<file path="src/rtl/shift_ctrl_pkg.sv">
// Shared types and constants for the parallel-to-serial-to-parallel shift controller.
// Holds the controller state encoding and the default word width.
package shift_ctrl_pkg;

    localparam int DEFAULT_WIDTH = 6;

    typedef enum logic [1:0] {
        IDLE  = 2'd0,
        SHIFT = 2'd1,
        HOLD  = 2'd2
    } state_t;

endpackage

</file>
<file path="src/rtl/shiftreg_en.sv">
// WIDTH-stage shift chain: serial input enters the top stage, every stage moves down one place.
// Shifting happens only when en is high; the chain clears asynchronously on rst_n low.
module shiftreg_en #(
    parameter int WIDTH = 6
) (
    input  logic             clk,
    input  logic             rst_n,
    input  logic             en,
    input  logic             sin,
    output logic [WIDTH-1:0] q
);

    // Chain stages: stage k+1 feeds stage k, sin feeds stage WIDTH-1
    always_ff @(posedge clk or negedge rst_n) begin
        if (!rst_n) begin
            q <= {WIDTH{1'b0}};
        end else if (en) begin
            q <= {sin, q[WIDTH-1:1]};
        end else begin
            q <= q;
        end
    end

endmodule

</file>
<file path="src/rtl/shift_ctrl.sv">
// Shift controller: accepts a parallel word, streams it LSB first through a shift chain,
// then presents the rebuilt word until the consumer takes it.
module shift_ctrl
    import shift_ctrl_pkg::*;
#(
    parameter int WIDTH = DEFAULT_WIDTH
) (
    input  logic             clk,
    input  logic             rst_n,
    input  logic             in_valid,
    output logic             in_ready,
    input  logic [WIDTH-1:0] in_data,
    output logic             out_valid,
    input  logic             out_ready,
    output logic [WIDTH-1:0] out_data,
    output logic             sdo,
    output logic             busy
);

    localparam int CW = (WIDTH > 1) ? $clog2(WIDTH) : 1;
    localparam logic [CW-1:0] LAST_CNT = CW'(WIDTH - 1);

    state_t          state_r;
    state_t          state_s;
    logic [CW-1:0]   cnt_r;
    logic [CW-1:0]   cnt_s;
    logic [WIDTH-1:0] hold_r;
    logic [WIDTH-1:0] hold_s;
    logic            shift_en_s;
    logic            sdo_s;
    logic            in_ready_r;
    logic            out_valid_r;
    logic            busy_r;
    logic            sdo_r;

    // Next-state, counter and hold-register decode
    always_comb begin
        state_s    = state_r;
        cnt_s      = cnt_r;
        hold_s     = hold_r;
        shift_en_s = 1'b0;
        case (state_r)
            IDLE: begin
                if (in_valid && in_ready_r) begin
                    hold_s  = in_data;
                    cnt_s   = {CW{1'b0}};
                    state_s = SHIFT;
                end else begin
                    state_s = IDLE;
                end
            end
            SHIFT: begin
                shift_en_s = 1'b1;
                if (cnt_r == LAST_CNT) begin
                    state_s = HOLD;
                end else begin
                    cnt_s = cnt_r + CW'(1);
                end
            end
            HOLD: begin
                if (out_ready) begin
                    state_s = IDLE;
                end else begin
                    state_s = HOLD;
                end
            end
            default: begin
                state_s = IDLE;
            end
        endcase
    end

    // Serial bit for the coming cycle, so sdo can be a flop yet equal hold[cnt] in SHIFT
    always_comb begin
        if (state_s == SHIFT) begin
            sdo_s = hold_s[cnt_s];
        end else begin
            sdo_s = 1'b0;
        end
    end

    // Controller state, counter and hold register
    always_ff @(posedge clk or negedge rst_n) begin
        if (!rst_n) begin
            state_r <= IDLE;
            cnt_r   <= {CW{1'b0}};
            hold_r  <= {WIDTH{1'b0}};
        end else begin
            state_r <= state_s;
            cnt_r   <= cnt_s;
            hold_r  <= hold_s;
        end
    end

    // Status outputs registered from the next state so they track state_r exactly
    always_ff @(posedge clk or negedge rst_n) begin
        if (!rst_n) begin
            in_ready_r  <= 1'b1;
            out_valid_r <= 1'b0;
            busy_r      <= 1'b0;
            sdo_r       <= 1'b0;
        end else begin
            in_ready_r  <= (state_s == IDLE);
            out_valid_r <= (state_s == HOLD);
            busy_r      <= (state_s != IDLE);
            sdo_r       <= sdo_s;
        end
    end

    shiftreg_en #(
        .WIDTH (WIDTH)
    ) u_chain (
        .clk   (clk),
        .rst_n (rst_n),
        .en    (shift_en_s),
        .sin   (sdo_r),
        .q     (out_data)
    );

    assign in_ready  = in_ready_r;
    assign out_valid = out_valid_r;
    assign busy      = busy_r;
    assign sdo       = sdo_r;

endmodule
</file>
<file path="config.mk">
export PLATFORM = sky130hd
export DESIGN_NAME = shift_ctrl
export DESIGN_NICKNAME = d
export VERILOG_FILES = /design/src/rtl/shift_ctrl_pkg.sv /design/src/rtl/shiftreg_en.sv /design/src/rtl/shift_ctrl.sv
export SDC_FILE = /design/constraint.sdc
export NUM_CORES = 1
export LEC_CHECK = 0
export BUFFER_PORTS_ARGS = -buffer_cell sky130_fd_sc_hd__buf_2
export CORE_AREA = 2 2 56 53
export DETAILED_ROUTE_END_ITERATION = 8
export DIE_AREA = 0 0 58 55
export PLACE_DENSITY_LB_ADDON = 0.2
export SETUP_SLACK_MARGIN = 0.1
export SLEW_MARGIN = 20
export SYNTH_ARGS = -nofsm -noshare
export SYNTH_HDL_FRONTEND = slang
export SYNTH_SLANG_ARGS = --single-unit
export TNS_END_PERCENT = 10
</file>
<file path="constraint.sdc">
create_clock -name clk -period 2.22 [get_ports clk]
set_input_delay 0.444 -clock clk [delete_from_list [all_inputs] [get_ports clk]]
set_output_delay 0.444 -clock clk [all_outputs]
set_load 0.005 [all_outputs]
</file>
Yosys cells after proc, flatten, opt, wreduce, memory -nomap -nowiden
Index checks and enable logic that the tools add are counted.
{ "classes": {"addsub": 1, "n_lt_le_gt_ge": 1, "eq_ne": 5, "muxes": 13, "n_reduce_logical": 4} }
{ "ops": {"columns": ["operator", "n"], "rows": [
  ["$mux 6", 2],
  ["$mux 3", 2],
  ["$pmux 2 s3", 1],
  ["$pmux 3 s2", 1],
  ["$eq 2x1->1 const B", 2],
  ["$eq 2x2->1 const B", 2],
  ["$logic_not 2->1", 2],
  ["$lt 3x4->1 const B", 1],
  ["$mux 1", 4],
  ["$mux 2", 2],
  ["$add 3x1->3 const B", 1],
  ["$bmux 1 s3", 1],
  ["$eq 3x3->1 const B", 1],
  ["$reduce_bool 2->1", 1],
  ["$logic_and 1x1->1", 1]
]} }
{ "totals": {"ff_bits": 21, "out_inout_bits": 10, "elab_cells": 32} }

Depth between registers and ports, before layout
{ "depth": {"ltp_word": 6, "ltp_mapped": 7} }

Cells and area by module
A second synthesis with hierarchy kept.
{ "unflattened": {"cells_unflattened": 93, "hier_area_um2": 988.4} }
{ "modules_own_cells": {"columns": ["mod", "n_inst", "cells_each", "area_per_inst_um2", "seq_area_each_um2"], "rows": [
  ["shift_ctrl", 1, 80, 737.0, 376.6],
  ["shiftreg_en", 1, 13, 251.5, 150.1]
]} }

Worst setup path before layout
Ideal clock, no wire load.
{ "synth_path": {"path_type": "reg-to-reg", "start": "register cnt_r[0]", "end": "register sdo_r, in the netlist sdo", "arrival_ns": 1.662, "t_required_ns": 2.119, "setup_slack_ns": 0.458, "path_stages_with_launch": 7, "synth_period_minus_slack_ns": 1.762, "path_cell_list": "dfrtp_1 ha_1 and2_4 nor3_2 o311ai_1 a2111o_1 o311ai_2"} }
{ "synth_via": {"elab_chain_len": 6, "elab_cells_between_ends": 11, "cone_classes": "add/sub: 1; eq/ne: 2; mux: 8"} }
{ "synth_rtl": {"columns": ["element", "line", "rtl"], "rows": [
  ["start: declaration", "shift_ctrl.sv:25", "logic [CW-1:0] cnt_r;"],
  ["start signal: assignment", "shift_ctrl.sv:86", "cnt_r <= {CW{1'b0}};"],
  ["start signal: assignment", "shift_ctrl.sv:90", "cnt_r <= cnt_s;"],
  ["$add 3x1->3 or $eq 3x3->1 (tied branches)", "shift_ctrl.sv:57, shift_ctrl.sv:54", null],
  ["$mux 3", "shift_ctrl.sv:54", "if (cnt_r == LAST_CNT) begin"],
  ["$pmux 3 s2", "shift_ctrl.sv:42", "case (state_r)"],
  ["$bmux 1 s3", "shift_ctrl.sv:76", "sdo_s = hold_s[cnt_s];"],
  ["$mux 1 (not written as such)", "shift_ctrl.sv:76", null],
  ["$mux 1 (*)", "shift_ctrl.sv:75", "if (state_s == SHIFT) begin"],
  ["named net sdo_s", "shift_ctrl.sv:30", "logic sdo_s;"],
  ["end signal: assignment", "shift_ctrl.sv:106", "sdo_r <= sdo_s;"],
  ["end: declaration", "shift_ctrl.sv:34", "logic sdo_r;"]
]} }
Mark *: on every way through the listed nets, which the timed path passes. The rest lies on a longest branch. The select of a mux whose other input is x is not followed.
A chain may end at the register's enable or synchronous reset.

Worst setup path in the final report
Same ends and word-level chain as after synthesis.

==> flow_summary.html <==
<table>
<tr><th>Metric</th><th>Value</th></tr>
<tr><th colspan="2">Timing</th></tr>
<tr><td>Slew margin rel.</td><td>roughly 57%</td></tr>
<tr><td>Final period demand of the worst path</td><td>1.922 ns</td></tr>
<tr><td>Final period utilization</td><td>about 87%</td></tr>
<tr><td>Total setup violations reported at the end of the flow</td><td>0</td></tr>
<tr><td>Post-route clock skew</td><td>0.002185 ns</td></tr>
<tr><td>Highest attainable clock frequency</td><td>520.2 MHz</td></tr>
<tr><td>Final slew viol count</td><td>0</td></tr>
<tr><td>RSZ-0062 raised after global routing</td><td>no</td></tr>
<tr><td>Setup total negative slack</td><td>0 ns</td></tr>
<tr><td>Worst Tran Pin Value</td><td>approximately 0.65 ns</td></tr>
<tr><td>Hold Fails Final Rpt</td><td>0</td></tr>
<tr><th colspan="2">Synthesis</th></tr>
<tr><td>Number of distinct library cells after synthesis</td><td>33</td></tr>
<tr><td>Sequential fraction of the synthesis area</td><td>about 52%</td></tr>
<tr><td>Adder-cell share of the synthesized area</td><td>~2.5%</td></tr>
<tr><td>Multiplexer share of the synthesized area</td><td>1.115%</td></tr>
<tr><td>Share of Yosys cell area claimed by the top area cell type</td><td>roughly 50%</td></tr>
<tr><td>Top cells by area, synth</td><td>dfrtp_1 50%, nand2_1 13%, o21ai_0 4.0%, dfstp_2 2.6%, ha_1 2.5%</td></tr>
<tr><td>Top_reg_cell synth</td><td>dfrtp_1</td></tr>
<tr><td>Synth cell count leaders</td><td>35 x nand2_1, 20 x dfrtp_1, 8 x o21ai_0, 4 x inv_1, 4 x nor2_1</td></tr>
<tr><td>Library cell with the largest summed area after synthesis</td><td>dfrtp_1</td></tr>
<tr><td>Synthesis warning total</td><td>0</td></tr>
<tr><td>Fraction of synthesized cell area in xor and xnor cells</td><td>0%</td></tr>
<tr><td>Post-synthesis average cell area</td><td>around 9.6 um^2</td></tr>
<tr><td>Nets in the synthesized netlist</td><td>117</td></tr>
<tr><td>Synthesized cell area</td><td>1010 um^2</td></tr>
<tr><td>Synthesized instance count</td><td>105</td></tr>
<tr><td>Yosys reg bits</td><td>21</td></tr>
<tr><td>Combinational family with the most area after synthesis</td><td>simple AND/OR/NAND/NOR gates</td></tr>
<tr><td>Fraction of registers with async set or reset after synthesis</td><td>100.0%</td></tr>
<tr><td>Dominant cell by count in the synthesized netlist</td><td>nand2_1</td></tr>
<tr><td>Simple logic cell fraction of the synthesized area</td><td>a little under a quarter</td></tr>
<tr><td>Number of enable-type register cells in the synthesized netlist</td><td>0</td></tr>
<tr><td>Compound-gate portion of the synthesized area</td><td>between 10% and 20%</td></tr>
<tr><th colspan="2">Route</th></tr>
<tr><td>Average wire length per cell after detail routing</td><td>approximately 12 um</td></tr>
<tr><td>Routed Antenna Nets</td><td>0</td></tr>
<tr><td>DRC marker count from the first detailed-route iteration</td><td>8</td></tr>
<tr><td>Overall routed net length</td><td>around 1900 um</td></tr>
<tr><td>Residual DRC</td><td>0</td></tr>
<tr><td>Total number of vias</td><td>780</td></tr>
<tr><td>Ratio of routed vias to standard cells</td><td>5.032</td></tr>
<tr><td>Number of iterations in the first detailed-routing pass</td><td>4</td></tr>
<tr><th colspan="2">Cells and area</th></tr>
<tr><td>Final core utilization</td><td>a little over two fifths</td></tr>
<tr><td>Final #Nets</td><td>138</td></tr>
<tr><td>Ant diodes</td><td>0</td></tr>
<tr><td>Layout cells sized above 1</td><td>approximately a quarter</td></tr>
<tr><td>Layout Area Growth over Synthesis</td><td>13.26%</td></tr>
<tr><td>Cell area after layout</td><td>roughly 1100 um^2</td></tr>
<tr><th colspan="2">Die</th></tr>
<tr><td>Floorplan die height</td><td>approximately 55 um</td></tr>
<tr><td>Core Region</td><td>between 2000 and 3000 um^2</td></tr>
<tr><td>Total I/O pin count</td><td>20</td></tr>
<tr><td>Initial core utilization</td><td>38.65%</td></tr>
<tr><td>Horizontal extent of the die</td><td>approximately 58 um</td></tr>
<tr><td>Num rows</td><td>18</td></tr>
<tr><td>Area of the die</td><td>3190 um^2</td></tr>
<tr><th colspan="2">Global routing</th></tr>
<tr><td>Most heavily used metal layer in global routing</td><td>met2</td></tr>
<tr><td>Fraction of met3 tracks used by global routing</td><td>~2.1%</td></tr>
<tr><td>Total overflow reported by the global router</td><td>0</td></tr>
<tr><td>Met1 routing resource usage after global routing</td><td>16.88%</td></tr>
<tr><td>Antenna violations before repair</td><td>0</td></tr>
<tr><td>All-Layer GR Usage</td><td>a little over an eighth</td></tr>
<tr><td>Largest net degree at the start of global routing</td><td>22</td></tr>
<tr><td>Global-route wire length before repair</td><td>about 3200 um</td></tr>
<tr><td>Number of global-route vias before repair</td><td>approximately 750</td></tr>
<tr><td>Met2 routing resource usage after global routing</td><td>approximately a quarter</td></tr>
<tr><th colspan="2">Placement</th></tr>
<tr><td>Standard cell area after detailed placement</td><td>~1100 um^2</td></tr>
<tr><td>Global placer's final weighted congestion</td><td>a little over 0.8</td></tr>
<tr><td>Half-perimeter wire length after placement</td><td>1442 um</td></tr>
<tr><td>Number of port buffers</td><td>19</td></tr>
<tr><th colspan="2">Pwr</th></tr>
<tr><td>Total power per unit cell area</td><td>1364 nW/um^2</td></tr>
<tr><td>Leak</td><td>roughly 0.59 nW</td></tr>
<tr><td>Worst vdd ir</td><td>around 0.00066 V</td></tr>
<tr><th colspan="2">Hold path</th></tr>
<tr><td>Tightest Hold Check Type</td><td>in -&gt; async</td></tr>
<tr><th colspan="2">Worst setup path</th></tr>
<tr><td>Max Fanout on Critical Path</td><td>9</td></tr>
<tr><td>Worst-case reg-to-reg path depth</td><td>6</td></tr>
<tr><td>CP Launch Type</td><td>flop</td></tr>
<tr><td>Required time at the worst-slack endpoint</td><td>around 2.4 ns</td></tr>
<tr><td>Data arrival time of the critical path</td><td>approximately 2.1 ns</td></tr>
<tr><td>Capturing element type of the critical path</td><td>flop</td></tr>
<tr><td>Worst Path Class, Setup</td><td>reg -&gt; reg</td></tr>
<tr><th colspan="2">CTS</th></tr>
<tr><td>Clk sink count</td><td>21</td></tr>
<tr><td>Clock transition at the registers of the reported paths</td><td>approximately 0.12 ns</td></tr>
<tr><td>Clk buf depth</td><td>2</td></tr>
<tr><td>Number of hold buffers added after CTS</td><td>0</td></tr>
<tr><td>Clock tree from TritonCTS</td><td>done</td></tr>
<tr><td>CTS H-tree depth</td><td>1</td></tr>
<tr><td>TritonCTS Buffers</td><td>3</td></tr>
<tr><td># resized after CTS</td><td>0</td></tr>
<tr><td>Clock root cell</td><td>clkbuf_4</td></tr>
<tr><td>Latest clock arrival within the worst-skew pair</td><td>0.30 ns</td></tr>
<tr><td>Number of buffers inserted by post-CTS setup repair</td><td>0</td></tr>
<tr><th colspan="2">Job</th></tr>
<tr><td>Number of maximum-capacitance violations</td><td>0</td></tr>
<tr><th colspan="2">Status</th></tr>
<tr><td>Run status</td><td>complete, no violations</td></tr>
</table>
==> sequential cells by signal, summed over array words and instances (netlist names) <==
signal and cells:
out_valid 1, u_chain.q 6, state_r 2, hold_r 6, in_ready 1, sdo 1
busy 1, cnt_r 3
==> per-stage QoR <==
stage | hold slack (ns) | setup slack (ns) | cells | total power, mW
3_3_place_gp | 0.4277 | 0.3605 | 151 | 1.389
5_1_grt | 0.09079 | 0.1516 | 155 | 1.726
4_1_cts | 0.09230 | 0.2756 | 155 | 1.583
3_5_place_dp | 0.4334 | 0.2990 | 151 | 1.395
2_1_floorplan | 0.1484 | 0.4577 | 105 | 1.218
6_report | 0.06966 | 0.2976 | 155 | 1.559
==> layout make-up <==
type	count	area, um^2
multi-input combinational	76	434.2
tap	30	37.54
timing repair buffer	20	102.6
sequential	21	526.8
clock buffer	3	22.52
clock inverter	1	5.005
fill	272	1469
inverter	4	15.01
==> kinds of logic (layout without fill, tap and decap cells) <==
group / after synthesis / count (layout)
buffers and inverters: 8 / 28
DFF: 21 / 21
AOI/OAI and AO/OA: 22 / 22
muxes: 1 / 1
and+or+nand+nor: 51 / 51
adders and majority gates: 2 / 2
==> critical path: stages, from the launching register on <==
cell and delay (ns):
dfrtp_1 0.49, ha_1 0.26, and2_4 0.18, nor3_2 0.26
o311ai_1 0.14, a2111o_1 0.44, o311ai_2 0.08
==> final timing paths <==
check / start / endpoint / slack, ns
max: cnt_r[0] / sdo / 0.30
min: rst_n / u_chain.q[4] / 0.07
max reg2reg: cnt_r[0] / sdo / 0.30
min reg2reg: u_chain.q[0] / u_chain.q[0] / 0.48
max in group asynchronous: rst_n / in_ready / 1.80
min in group clk: in_data[5] / hold_r[5] / 0.32
==> cells in the final DEF (no fill, tap or decap), types with 2 or more instances in the layout <==
cell / count
dfrtp_1: 20
nor3_1: 2
clkbuf_4: 3
nand2_1: 35
o311ai_1: 2
o21ai_0: 8
or2_1: 2
nor2_1: 4
inv_1: 4
ha_1: 2
o21ai_2: 2
buf_2: 19
==> routing by layer <==
| layer | part of all wire, % | wire length (um) |
|---|---|---|
| met5 | 0 | 0 |
| met4 | 0.64 | 12 |
| met3 | 5.0 | 94 |
| met2 | 49 | 909 |
| met1 | 46 | 855 |
==> power breakdown <==
group	switching, mW	internal, mW	total (mW)
Combinational	0.415	0.319	0.734
Sequential	0.100	0.540	0.640
Clock	0.118	0.0672	0.185
Total	0.633	0.926	1.56
Power figures use the tool's default switching activity.
